<file path="config.mk">
export PLATFORM = sky130hd
export DESIGN_NAME = keypad_number_entry
export DESIGN_NICKNAME = d
export VERILOG_FILES = /design/src/rtl/keypad_pkg.sv /design/src/rtl/bcd_to_bin.sv /design/src/rtl/keypad_number_entry.sv
export SDC_FILE = /design/constraint.sdc
export NUM_CORES = 1
export LEC_CHECK = 0
export ABC_AREA = 1
export BUFFER_PORTS_ARGS = -buffer_cell sky130_fd_sc_hd__buf_4
export CORE_UTILIZATION = 43
export DETAILED_ROUTE_END_ITERATION = 10
export PLACE_DENSITY_LB_ADDON = 0.08
export REMOVE_ABC_BUFFERS = 1
export SYNTH_ARGS = -nofsm -noshare
export SYNTH_HDL_FRONTEND = slang
export SYNTH_SLANG_ARGS = --single-unit
</file>
<file path="constraint.sdc">
create_clock -name clk -period 11.3 [get_ports clk]
set_clock_uncertainty 0.1 [all_clocks]
set_input_delay 3.39 -clock clk [delete_from_list [all_inputs] [get_ports clk]]
set_output_delay 3.39 -clock clk [all_outputs]
set_load 0.02 [all_outputs]
</file>
<file path="src/rtl/keypad_pkg.sv">
// Shared definitions for the keypad number-entry block.
//   - key codes for the non-digit keys the entry logic reacts to
//   - FSM state encoding
//   - is_digit helper used to classify scanner key codes
package keypad_pkg;

  localparam logic [3:0] KEY_ENTER = 4'hA;
  localparam logic [3:0] KEY_BKSP  = 4'hB;
  localparam logic [3:0] KEY_CLEAR = 4'hC;

  typedef enum logic [1:0] {
    ST_ENTRY = 2'd0,
    ST_CONV  = 2'd1,
    ST_HOLD  = 2'd2
  } state_t;

  function automatic logic is_digit(input logic [3:0] k);
    return (k <= 4'd9);
  endfunction

endpackage

</file>
<file path="src/rtl/bcd_to_bin.sv">
// Combinational BCD to unsigned binary converter.
//   bcd : NUM_DIGITS packed BCD digits, [3:0] = units
//   bin : sum of d_i * 10^i at VALUE_W bits
// Horner form (acc*10 + d, MS digit first) keeps every partial sum below
// 10^NUM_DIGITS, so nothing is truncated when VALUE_W holds the maximum.
module bcd_to_bin #(
  parameter int NUM_DIGITS = 4,
  parameter int VALUE_W    = 14
) (
  input  logic [4*NUM_DIGITS-1:0] bcd,
  output logic [VALUE_W-1:0]      bin
);

  logic [VALUE_W-1:0] acc;

  always_comb begin
    acc = '0;
    for (int i = NUM_DIGITS - 1; i >= 0; i--) begin
      acc = VALUE_W'(acc * VALUE_W'(10)) + VALUE_W'(bcd[4*i +: 4]);
    end
    bin = acc;
  end

endmodule

</file>
<file path="src/rtl/keypad_number_entry.sv">
// Keypad number entry: collects decimal digit keys into a BCD register,
// converts to binary on ENTER and offers the result over valid/ready.
// Ports:
//   clk, rst            clock, synchronous active-high reset
//   key_code, key_valid scanner key code and one-cycle strobe
//   digits              BCD digits for display, [3:0] = units
//   digit_count         significant digits entered (0..NUM_DIGITS)
//   value, value_valid  binary operand and its valid flag
//   value_ready         consumer accept
//   key_drop            one-cycle pulse when a key is ignored
module keypad_number_entry
  import keypad_pkg::*;
#(
  parameter int NUM_DIGITS = 4,
  parameter int VALUE_W    = 14
) (
  input  logic                    clk,
  input  logic                    rst,
  input  logic [3:0]              key_code,
  input  logic                    key_valid,
  output logic [4*NUM_DIGITS-1:0] digits,
  output logic [2:0]              digit_count,
  output logic [VALUE_W-1:0]      value,
  output logic                    value_valid,
  input  logic                    value_ready,
  output logic                    key_drop
);

  state_t                  state_q;
  state_t                  state_nxt;
  logic [4*NUM_DIGITS-1:0] digits_p0;
  logic [2:0]              count_p0;
  logic [VALUE_W-1:0]      value_p1;
  logic [VALUE_W-1:0]      bin_p0;
  logic                    drop_q;
  logic                    accept;
  logic                    clear_key;

  assign accept    = (state_q == ST_HOLD) && value_ready;
  assign clear_key = key_valid && (key_code == KEY_CLEAR);

  bcd_to_bin #(
    .NUM_DIGITS (NUM_DIGITS),
    .VALUE_W    (VALUE_W)
  ) u_bcd_to_bin (
    .bcd (digits_p0),
    .bin (bin_p0)
  );

  always_ff @(posedge clk) begin
    if (rst) state_q <= ST_ENTRY;
    else     state_q <= state_nxt;
  end

  always_comb begin
    state_nxt = state_q;
    case (state_q)
      ST_ENTRY: if (key_valid && key_code == KEY_ENTER) state_nxt = ST_CONV;
      ST_CONV:  state_nxt = clear_key ? ST_ENTRY : ST_HOLD;
      ST_HOLD:  if (accept || clear_key) state_nxt = ST_ENTRY;
      default:  state_nxt = ST_ENTRY;
    endcase
  end

  always_comb begin
    value_valid = (state_q == ST_HOLD);
  end

  // Stage p0: digit entry register and counter
  always_ff @(posedge clk) begin
    if (rst) begin
      digits_p0 <= '0;
      count_p0  <= '0;
      drop_q    <= 1'b0;
    end else begin
      drop_q <= 1'b0;
      if (state_q == ST_ENTRY) begin
        if (key_valid) begin
          if (is_digit(key_code)) begin
            if (count_p0 == 3'(NUM_DIGITS)) begin
              drop_q <= 1'b1;
            end else if (!(key_code == 4'd0 && count_p0 == 3'd0)) begin
              // Leading zeros are swallowed so count stays "significant digits".
              digits_p0 <= {digits_p0[4*NUM_DIGITS-5:0], key_code};
              count_p0  <= count_p0 + 3'd1;
            end
          end else if (key_code == KEY_BKSP) begin
            digits_p0 <= digits_p0 >> 4;
            if (count_p0 != 3'd0) count_p0 <= count_p0 - 3'd1;
          end else if (key_code == KEY_CLEAR) begin
            digits_p0 <= '0;
            count_p0  <= '0;
          end
        end
      end else begin
        // CONV/HOLD: only CLEAR is honoured; acceptance and CLEAR end identically.
        if (accept || clear_key) begin
          digits_p0 <= '0;
          count_p0  <= '0;
        end
        if (key_valid && key_code != KEY_CLEAR) drop_q <= 1'b1;
      end
    end
  end

  // Stage p1: conversion result, loaded only in CONV
  always_ff @(posedge clk) begin
    if (rst)                     value_p1 <= '0;
    else if (state_q == ST_CONV) value_p1 <= bin_p0;
  end

  assign digits      = digits_p0;
  assign digit_count = count_p0;
  assign value       = value_p1;
  assign key_drop    = drop_q;

endmodule
</file>
==> out/metrics.cfg <==
[die]
fp.dieW_um = 92.4
die_area_um2 = 8530
num_rows = 32
floorplan.initialDensity = 0.450
core_area_um2 = 7810
fp.dieH_um = 92.4
pin_count = 43

[detailed_routing]
routed_wl_mm = 7.57
drt_iter0_drc = 105
drc = 0
post_drt_via_cell_ratio = 4.98
routed-via-count = 3260
drtAntennaViolNets = 0
drtPass1Iterations = 4
wl_per_cell_um = 11.6

[cts]
cts_hold_buf = 0
insertion_delay_ns = 0.29
clkSlewWorstSetupHoldPaths_ns = 0.08
root_buffer = clkbuf_8
htree_levels = 2
cts_tree = yes
post_cts_buffers = 0
cts_sinks = 36
max-clock-path-buffers = 2
cts_made_buffers = 5
ctsResizeCount = 0

[critical_path]
cp_max_fo = 7
slowest_stage = dfxtp_1
end_kind = register
cp-start-kind = register
cp_num_buf_inv = 5
cp_data_arrival_time_ns = 5.71
critical-path-top-delay-family = adder cells
cpPeakStageDelay_ns = 0.49
cp_data_required_time_ns = 11.40
crit_path_frequent_cell = nand3_1
critPathKind = reg -> reg

[finish]
diodes = 0
mostFrequentLayoutCells = nand2_1, inv_1, nor2_1, ha_1, buf_4
drive_gt1_frac = 0.130
fin_area_um2 = 4000
layout_commonest_cell = nand2_1
syn_to_final_growth_pct = 13.8
fin_nets = 616
post-route-util = 0.512

[placement]
place_ws_ns = 5.73
io_buffers = 42
post_dp_cell_area_um2 = 3900
gp_congestion = 0.834
hpwl_mm = 6.05

[sta]
setup_tns_ns = 0
min_period_ns = 5.61
finalMaxSlewViolations = 0
setup_ws_ns = 5.69
finalHoldViolations = 0
slew_headroom = 0.413
rsz0062_at_grt = false
fin_crit_sh = 0.497
setup_viol = 0
fmax_mhz = 178
worst_pin_slew_ns = 0.878

[synthesis]
ys_types = 41
syn_inst = 514
ys.warnings.count = 0
synthAdderAreaFrac = 0.209
synthSimpleGateAreaFrac = 0.263
synth_compound_area_frac = 0.144
synth_seq_area_share = 0.205
synth_edf_count = 0
synth.avg_cell_area_um2 = 6.83
synth_top_family_by_area = simple AND/OR/NAND/NOR gates
muxShareOfSynthArea = 0
ys_ff_latch = 36
synth_area_um2 = 3510
ys_async_sr_fraction = 0
synthFlopType = dfxtp_1
post_synth_xor_area_fraction = 0.0648

[global_routing]
first_global_vias = 3066
grt_use_total = 0.192
grt_pass1_wl_mm = 13.6
antenna_found_initial = 0
globalRouteOverflowTotal = 0
grt_max_degree = 20

[power]
vdd_drop_max_uv = 75.8
powerDensity_nw_per_um2 = 135
power_mw = 0.538
p_leak_nw = 2.15

[flow_run]
max_cap_violations = 0

[worst_hold_path]
hold_class = reg -> reg

[outcome]
status = finished clean

[kinds of logic (layout without fill, tap and decap cells)]
family	after synthesis	count (layout)
AND/OR/NAND/NOR	211	211
buffers and inverters	102	141
AO/OA/AOI/OAI	84	84
adder cells (fa/ha/maj)	55	55
flip-flops	36	36
XOR/XNOR	26	26
[power breakdown]
| group | total (mW) | leakage [nW] | switching [mW] | internal [mW] |
|---|---|---|---|---|
| Sequential | 0.143 | 0.293 | 0.00954 | 0.133 |
| Clock | 0.103 | 0.0503 | 0.0490 | 0.0544 |
| Combinational | 0.292 | 1.80 | 0.180 | 0.112 |
[Yosys cell counts (2+ instances only)]
cell	instances	area (um2)
a221oi_1	6	52.6
clkbuf_1	5	18.8
nand4_1	7	43.8
nand2_2	4	25.0
xnor2_1	9	78.8
buf_4	3	22.5
nor2_1	49	184
o211ai_1	2	15.0
a21oi_1	21	105
nand2_1	106	398
nand2_4	2	22.5
fa_1	6	120
o21ai_0	29	145
nand3_1	27	135
ha_1	49	613
o21bai_1	3	22.5
nand3_2	3	30.0
xor2_1	17	149
inv_1	83	312
dfxtp_1	36	721
o21ai_1	5	25.0
a22oi_1	7	52.6
nor3_1	5	25.0
a211oi_1	5	37.5
clkinv_1	2	7.51
nor2_2	2	12.5
inv_2	7	26.3
[area by class of cell]
cell class,instances,area (um2)
inverter,92,345
tap,102,128
multi-input combinational,376,2390
timing repair buffer,42,315
clock buffer,7,96.3
fill,799,3810
sequential,36,721
[worst register-to-register path, delay by kind of cell, from the launching register on]
| kind | cells | cell delay, ns |
|---|---|---|
| AOI/OAI and AO/OA | 1 | 0.21 |
| xor gates and xnor gates | 2 | 0.32 |
| adders and majority gates | 7 | 2.26 |
| buffers and inverters | 5 | 0.35 |
| DFF | 1 | 0.49 |
| and+or+nand+nor | 16 | 1.77 |
[final timing paths]
kind	start	endpoint	slack, ns	cells after the start
worst max-delay path	digits[15]	value[13]	5.69	31
worst min-delay path	value[2]	value[2]	0.40	2
worst max register to register	digits[15]	value[13]	5.69	31
worst min register to register	value[2]	value[2]	0.40	2
[flip-flops by register name (all words and copies together), names as in the netlist]
register     count
value           14
state_q          2
digit_count      3
key_drop         1
digits          16
[metal layers]
| metal | up-vias | share of wire | GRT usage |
|---|---|---|---|
| li1 | 1745 | - | - |
| met1 | 1465 | 0.49 | 0.248 |
| met2 | 42 | 0.46 | 0.336 |
| met3 | 8 | 0.039 | 0.0312 |
| met4 | 0 | 0.0090 | 0.0391 |
| met5 | - | 0 | 0 |
[through the flow]
step,hold slack (ns),cells
floorplan,0.456,504
global placement,0.378,648
detailed placement,0.382,648
CTS,0.398,655
global route,0.412,655
finish,0.397,655
Power figures use the tool's default switching activity.
